`src/rtl/usb_rx_engine.sv`:
```
// rtl/usb_rx_engine.sv - USB receive engine: NRZI decode, destuff, PID/packet FSM, FIFO write side
// Ports:
//   clk, n_rst              clock, async active-low reset
//   dp, dm                  raw USB line pair (asynchronous)
//   rx_packet               last valid PID (0 none,1 OUT,2 IN,3 DATA0,4 DATA1,5 ACK,6 NAK,7 STALL)
//   rx_data_ready           pulse on error-free DATA packet end
//   rx_transfer_active      high while a packet is in progress
//   rx_error                sticky error for current/last packet
//   flush                   FIFO clear pulse at DATA PID
//   store_rx_packet_data    FIFO write strobe, rx_packet_data is the byte
//   buffer_occupancy        FIFO fill level
module usb_rx_engine #(
  parameter int CLKS_PER_BIT = 8,
  parameter int MAX_DATA     = 64,
  parameter int OCC_W        = 7
) (
  input  logic             clk,
  input  logic             n_rst,
  input  logic             dp,
  input  logic             dm,
  output logic [2:0]       rx_packet,
  output logic             rx_data_ready,
  output logic             rx_transfer_active,
  output logic             rx_error,
  output logic             flush,
  output logic             store_rx_packet_data,
  output logic [7:0]       rx_packet_data,
  input  logic [OCC_W-1:0] buffer_occupancy
);

  localparam int CW = $clog2(CLKS_PER_BIT);
  localparam logic [CW-1:0]  HALF    = CW'(CLKS_PER_BIT / 2);
  localparam logic [CW-1:0]  LAST    = CW'(CLKS_PER_BIT - 1);
  localparam logic [OCC_W:0] MAX_LVL = (OCC_W + 1)'(MAX_DATA);

  typedef enum logic [2:0] {IDLE, SYNC, PID, TOKEN, DATA, EOP, ERR} state_t;

  logic dp_m, dp_s, dm_m, dm_s, dp_prev;
  logic [CW-1:0] cnt;
  logic sample, line_se0, line_j, line_k, nrzi_bit, full;
  logic [7:0] byte_next;

  state_t state_q, state_d;
  logic       last_dp_q, last_dp_d;
  logic [2:0] ones_q, ones_d, bitcnt_q, bitcnt_d;
  logic [7:0] shreg_q, shreg_d, hold0_q, hold0_d, hold1_q, hold1_d;
  logic [1:0] byte_cnt_q, byte_cnt_d;
  logic       se0_seen_q, se0_seen_d;
  logic       resync_q, resync_d;
  logic [2:0] pkt_q, pkt_d;
  logic       err_q, err_d, ready_q, ready_d, flush_q, flush_d, store_q, store_d;
  logic [7:0] data_q, data_d;

  // Synchronisers idle at J; bit clock re-centres on every dp edge.
  always_ff @(posedge clk or negedge n_rst) begin
    if (!n_rst) begin
      dp_m <= 1'b1; dp_s <= 1'b1; dp_prev <= 1'b1;
      dm_m <= 1'b0; dm_s <= 1'b0;
      cnt  <= '0;
    end else begin
      dp_m <= dp;  dp_s <= dp_m; dp_prev <= dp_s;
      dm_m <= dm;  dm_s <= dm_m;
      if (dp_s != dp_prev)  cnt <= CW'(1);
      else if (cnt == LAST) cnt <= '0;
      else                  cnt <= cnt + 1'b1;
    end
  end

  assign sample    = (dp_s == dp_prev) && (cnt == HALF);
  assign line_se0  = ~dp_s & ~dm_s;
  assign line_j    =  dp_s & ~dm_s;
  assign line_k    = ~dp_s &  dm_s;
  assign nrzi_bit  = (dp_s == last_dp_q);
  assign byte_next = {nrzi_bit, shreg_q[7:1]};
  assign full      = {1'b0, buffer_occupancy} >= MAX_LVL;

  always_ff @(posedge clk or negedge n_rst) begin
    if (!n_rst) begin
      state_q <= IDLE; last_dp_q <= 1'b1; ones_q <= '0; bitcnt_q <= '0;
      shreg_q <= '0; hold0_q <= '0; hold1_q <= '0; byte_cnt_q <= '0;
      se0_seen_q <= 1'b0; resync_q <= 1'b1;
      pkt_q <= '0; err_q <= 1'b0; ready_q <= 1'b0; flush_q <= 1'b0;
      store_q <= 1'b0; data_q <= '0;
    end else begin
      state_q <= state_d; last_dp_q <= last_dp_d; ones_q <= ones_d; bitcnt_q <= bitcnt_d;
      shreg_q <= shreg_d; hold0_q <= hold0_d; hold1_q <= hold1_d; byte_cnt_q <= byte_cnt_d;
      se0_seen_q <= se0_seen_d; resync_q <= resync_d;
      pkt_q <= pkt_d; err_q <= err_d; ready_q <= ready_d; flush_q <= flush_d;
      store_q <= store_d; data_q <= data_d;
    end
  end

  always_comb begin
    state_d = state_q; last_dp_d = last_dp_q; ones_d = ones_q; bitcnt_d = bitcnt_q;
    shreg_d = shreg_q; hold0_d = hold0_q; hold1_d = hold1_q; byte_cnt_d = byte_cnt_q;
    se0_seen_d = se0_seen_q; resync_d = resync_q;
    pkt_d = pkt_q; err_d = err_q; ready_d = 1'b0; flush_d = 1'b0;
    store_d = 1'b0; data_d = data_q;
    if (sample) begin
      if (!line_se0) last_dp_d = dp_s;
      case (state_q)
        IDLE: begin
          if (resync_q) begin
            // After reset the line may be mid-packet: wait for an EOP first.
            if (line_se0) se0_seen_d = 1'b1;
            else if (line_j && se0_seen_q) begin
              resync_d = 1'b0; se0_seen_d = 1'b0;
            end
          end else if (line_k) begin
            // The first K is already the first (0) bit of SYNC.
            state_d = SYNC; bitcnt_d = 3'd1; shreg_d = {nrzi_bit, 7'd0};
            ones_d = '0; byte_cnt_d = '0; err_d = 1'b0; se0_seen_d = 1'b0;
          end
        end
        SYNC, PID, TOKEN, DATA: begin
          if (line_se0) begin
            se0_seen_d = 1'b1;
            if (state_q == DATA && bitcnt_q == 3'd0 && byte_cnt_q == 2'd2) state_d = EOP;
            else begin state_d = ERR; err_d = 1'b1; end
          end else if (ones_q == 3'd6) begin
            // Stuffed-bit slot: a 0 is dropped, a 1 is a stuff violation.
            ones_d = '0;
            if (nrzi_bit) begin state_d = ERR; err_d = 1'b1; end
          end else begin
            ones_d   = nrzi_bit ? ones_q + 3'd1 : 3'd0;
            shreg_d  = byte_next;
            bitcnt_d = bitcnt_q + 3'd1;
            if (bitcnt_q == 3'd7) begin
              case (state_q)
                SYNC: if (byte_next != 8'h80) begin state_d = ERR; err_d = 1'b1; end
                      else state_d = PID;
                PID: begin
                  byte_cnt_d = '0;
                  state_d = ERR; err_d = 1'b1;
                  if (byte_next[7:4] == ~byte_next[3:0]) begin
                    case (byte_next[3:0])
                      4'b0001: begin pkt_d = 3'd1; state_d = TOKEN; err_d = 1'b0; end
                      4'b1001: begin pkt_d = 3'd2; state_d = TOKEN; err_d = 1'b0; end
                      4'b0011: begin pkt_d = 3'd3; state_d = DATA; err_d = 1'b0; flush_d = 1'b1; end
                      4'b1011: begin pkt_d = 3'd4; state_d = DATA; err_d = 1'b0; flush_d = 1'b1; end
                      4'b0010: begin pkt_d = 3'd5; state_d = EOP;  err_d = 1'b0; end
                      4'b1010: begin pkt_d = 3'd6; state_d = EOP;  err_d = 1'b0; end
                      4'b1110: begin pkt_d = 3'd7; state_d = EOP;  err_d = 1'b0; end
                      default: ;
                    endcase
                  end
                end
                TOKEN: begin
                  byte_cnt_d = byte_cnt_q + 2'd1;
                  if (byte_cnt_q == 2'd1) state_d = EOP;
                end
                default: begin
                  // Two-byte delay line keeps the trailing CRC16 out of the FIFO.
                  byte_cnt_d = (byte_cnt_q == 2'd2) ? 2'd2 : byte_cnt_q + 2'd1;
                  hold0_d = byte_next;
                  hold1_d = hold0_q;
                  if (byte_cnt_q == 2'd2) begin
                    if (full) begin state_d = ERR; err_d = 1'b1; end
                    else begin store_d = 1'b1; data_d = hold1_q; end
                  end
                end
              endcase
            end
          end
        end
        EOP: begin
          if (line_se0) se0_seen_d = 1'b1;
          else if (se0_seen_q && line_j) begin
            state_d = IDLE; se0_seen_d = 1'b0;
            ready_d = (pkt_q == 3'd3 || pkt_q == 3'd4) && !err_q;
          end else begin
            state_d = ERR; err_d = 1'b1; se0_seen_d = 1'b0;
          end
        end
        default: begin
          if (line_se0) se0_seen_d = 1'b1;
          else if (se0_seen_q && line_j) begin
            state_d = IDLE; se0_seen_d = 1'b0;
          end
        end
      endcase
    end
  end

  assign rx_packet            = pkt_q;
  assign rx_data_ready        = ready_q;
  assign rx_transfer_active   = (state_q != IDLE);
  assign rx_error             = err_q;
  assign flush                = flush_q;
  assign store_rx_packet_data = store_q;
  assign rx_packet_data       = data_q;

endmodule

```
`config.mk`:
```
export PLATFORM = sky130hd
export DESIGN_NAME = usb_rx_engine
export DESIGN_NICKNAME = d
export VERILOG_FILES = /design/src/rtl/usb_rx_engine.sv
export SDC_FILE = /design/constraint.sdc
export NUM_CORES = 1
export LEC_CHECK = 0
export ABC_AREA = 1
export BUFFER_PORTS_ARGS = -buffer_cell sky130_fd_sc_hd__buf_4
export CAP_MARGIN = 20
export CORE_AREA = 3 3 100 102
export CTS_CLUSTER_DIAMETER = 150
export DETAILED_ROUTE_END_ITERATION = 8
export DIE_AREA = 0 0 103 105
export GPL_ROUTABILITY_DRIVEN = 0
export MAX_ROUTING_LAYER = met4
export SLEW_MARGIN = 25
export SYNTH_ARGS = -nofsm -noshare
export SYNTH_HDL_FRONTEND = slang
export SYNTH_SLANG_ARGS = --single-unit
```
`constraint.sdc`:
```
create_clock -name clk -period 1.6 [get_ports clk]
set_input_delay 0.08 -clock clk [delete_from_list [all_inputs] [get_ports clk]]
set_output_delay 0.08 -clock clk [all_outputs]
set_load 0.005 [all_outputs]
```
==> metrics.txt <==
status=finished with violations; violated checks=setup timing; first-pass GRT wire length=13100 um; Worst Path Max Fanout=7; CTS tree=built; internal cell power=roughly 3.0 mW; Max Cap Viol=0; Power Total=4.74 mW; Clock Pin Slew Worst Setup and Hold Paths=0.07 ns; Initial Util=35.0%; Core Util, Final=49.3%; worst-path cell chain=xor2_2, nor2_4, nand2_2, nor2_4, nand2_4, nor2_4, nand3_2, o21ai_2; routed wire length per instance=between 10 and 15 um; Worst Tran Pin Value=0.331 ns; grt total ovfl=0; RSZ-0062 raised after global routing=true; GRT Util Overall=~16%; Final nets=~520; Final Hold Viols=0; antenna violations before repair=0; Startpoint Class=register; final worst slack=-0.113 ns; Final min period=1.71 ns; crit-path leading delay family=simple AND/OR/NAND/NOR gates; mapped cell area=3220 um^2; critical path type=reg2reg; DP Area=3820 um^2; sequential share of power=between 30% and 40%; clk root buf=clkbuf_8; Design Area, Final=around 4500 um^2; drt pass-1 iters=5; ANT cells=0; num rows=35; Worst path max stage delay=0.62 ns; Max-slew headroom=between 70% and 80%; Worst path most repeated cell=nor2_4; io pins=27; clock buffer count from CTS=9; r2r startpoint=dp_s; Detail Route Antenna Nets=0; FF-to-FF End=byte_cnt_q[1]; Cell variety after synth=34; net load switching power=1.74 mW; Crit. path cell count=8; CTS Sinks=60; min-delay worst type=in2async; vias in the first global route=between 2000 and 3000; largest net degree at the start of global routing=38; worst path arrival time=1.98 ns; commonest non-fill, non-tap cell in the layout=nand2_1; Gate power share=37.3%; Bufs and invs on worst path=0; Critical Path Sink Type=register; Critical Path RT=1.87 ns; Clk pwr share=26.0%; FF-to-FF setup slack=-0.11 ns; max-slew violation count=0; CORE AREA=9200 um^2; Clock Latency Late Sink=0.35 ns; port buffer count=20; die height=105 um; synthesized area per cell=8.11 um^2; syn_nets=419; Sw Ratio=36.6%; Final Skew=0.00990 ns; Post-Route WL=8030 um; htree depth=3; Warnings, synthesis=0; Synth Register Bits=60; area delta synth->final=40.7%; sequential fraction of the synthesis area=~47%; drt drc=0; CP max stage cell=dfstp_2; reg2reg path depth=8; Power Dens Cells=between 1000 and 1500 nW/um^2; fillcell total=862; # setup viols final=43; Die W=103 um; Peak VDD IR=roughly 380 uV; HPWL after DPL=5590 um; Period Utilization, post-route=107%; drt initial violations=around 120; Syn Inst Count=397; f_max=584 MHz; leakage=2.28 nW; Register Area=1510 um^2; Multi-input gate area=1720 um^2; share of layout cells above drive strength 1=39.4%; clock tree buffer depth=2; DR vias=2905; routed vias/inst=4.75; most frequent cells in the layout=86 x nand2_1, 75 x buf_4, 52 x dfrtp_1; die area=10800 um^2
-- logic make-up (layout without fill, tap and decap cells) --
logic type	after synthesis	in the layout	share of synthesized area, %
AO/OA/AOI/OAI	58	58	10.3
XOR/XNOR	1	1	0.506
adder cells (fa/ha/maj)	11	11	4.28
buffers and inverters	62	164	8.05
flip-flops	60	60	46.9
AND/OR/NAND/NOR	205	206	30.0
-- what timing repair did --
| item | CTS | global route |
|---|---|---|
| gates resized for setup | 34 | 58 |
| gates cloned | 2 | 1 |
| endpoints found under the setup margin | 30 | 50 |
| pin swaps | 9 | 15 |
| hold endpoints to repair | 62 | 0 |
| hold buffers | 3 | 0 |
| setup buffers | 4 | 16 |
-- metrics by stage --
| stage | setup slack [ns] | TNS, ns | cells | hold slack [ns] |
|---|---|---|---|---|
| after CTS | -0.0999 | -0.731 | 594 | 0.187 |
| after global routing | -0.236 | -7.74 | 611 | 0.203 |
| after detailed placement | -0.117 | -1.49 | 569 | 0.00995 |
| after floorplan | 0.0285 | 0 | 397 | -0.216 |
| after global placement | -0.0796 | -0.500 | 569 | 0.00845 |
| final | -0.113 | -2.83 | 611 | 0.179 |
-- cell type report --
cell class / count / share of cell area (%)
Timing Repair Buffer: 89 / 16.4
Timing Repair inverter: 1 / 0.0829
Clock buffer: 9 / 2.73
Inverter: 58 / 5.30
Sequential cell: 60 / 33.4
Multi-Input combinational cell: 276 / 37.9
Tap cell: 111 / 3.07
Clock inverter: 7 / 1.13
-- cells in the mapped netlist, drive strengths merged --
library cell  instances  area share, %
and3                  1           0.19
dfrtp                55             43
nor2                 44            6.6
nand2               113             14
inv                  56            6.7
a21oi                13            2.0
nor3                  6           0.93
o21a                  2           0.47
o211ai                1           0.23
o31ai                 2           0.47
dfstp                 5            4.1
buf                   4            1.1
nand4                 4           0.78
nand3                33            6.2
o21ai                34            6.0
o22ai                 6            1.2
xor2                  1           0.51
clkinv                2           0.27
ha                   11            4.3
nand3b                3           0.70
or2                   1           0.19
-- worst max path at each step --
stage               startpoint           endpoint  slack [ns]
global route              dp_s         state_q[2]       -0.24
CTS                       dp_s       rx_packet[0]        -0.1
floorplan                 dp_s  rx_packet_data[3]        0.03
finish                    dp_s      byte_cnt_q[1]       -0.11
detailed placement        dp_s       rx_packet[0]       -0.12
global placement     ones_q[0]         state_q[0]       -0.08
-- sequential cells by signal (all words and copies together) (netlist names), 2 cells and up --
register and flops:
state_q 3, shreg_q 7, hold1_q 8, ones_q 3, bitcnt_q 3, rx_packet_data 8
hold0_q 8, cnt 3, byte_cnt_q 2, rx_packet 3
-- worst reg2reg max path: cells and delay by family (launching register included) --
family                    cells  cell delay, ns
xor gates and xnor gates      1            0.12
DFF                           1            0.62
AOI/OAI and AO/OA             1            0.07
and+or+nand+nor               6            0.84
-- power groups by stage --
stage | logic, mW | registers [mW] | clock network (mW)
CTS | 1.56 | 1.72 | 1.26
global placement | 1.38 | 1.74 | 0
detailed placement | 1.40 | 1.75 | 0
floorplan | 0.760 | 1.73 | 0
finish | 1.77 | 1.74 | 1.23
global route | 1.94 | 1.75 | 1.32
-- per-layer routing --
metal  vias to the layer above  part of all wire, %  GRT usage (%)  wire length (um)
li1                       1473                    -              -                 -
met1                      1366                   44           20.3              3550
met2                        55                   50           24.5              4040
met3                        11                  3.9           2.74               311
met4                         0                  1.6           6.75               131
met5                         -                    0              -                 0
No activity file was read; power rests on OpenSTA's default activity.
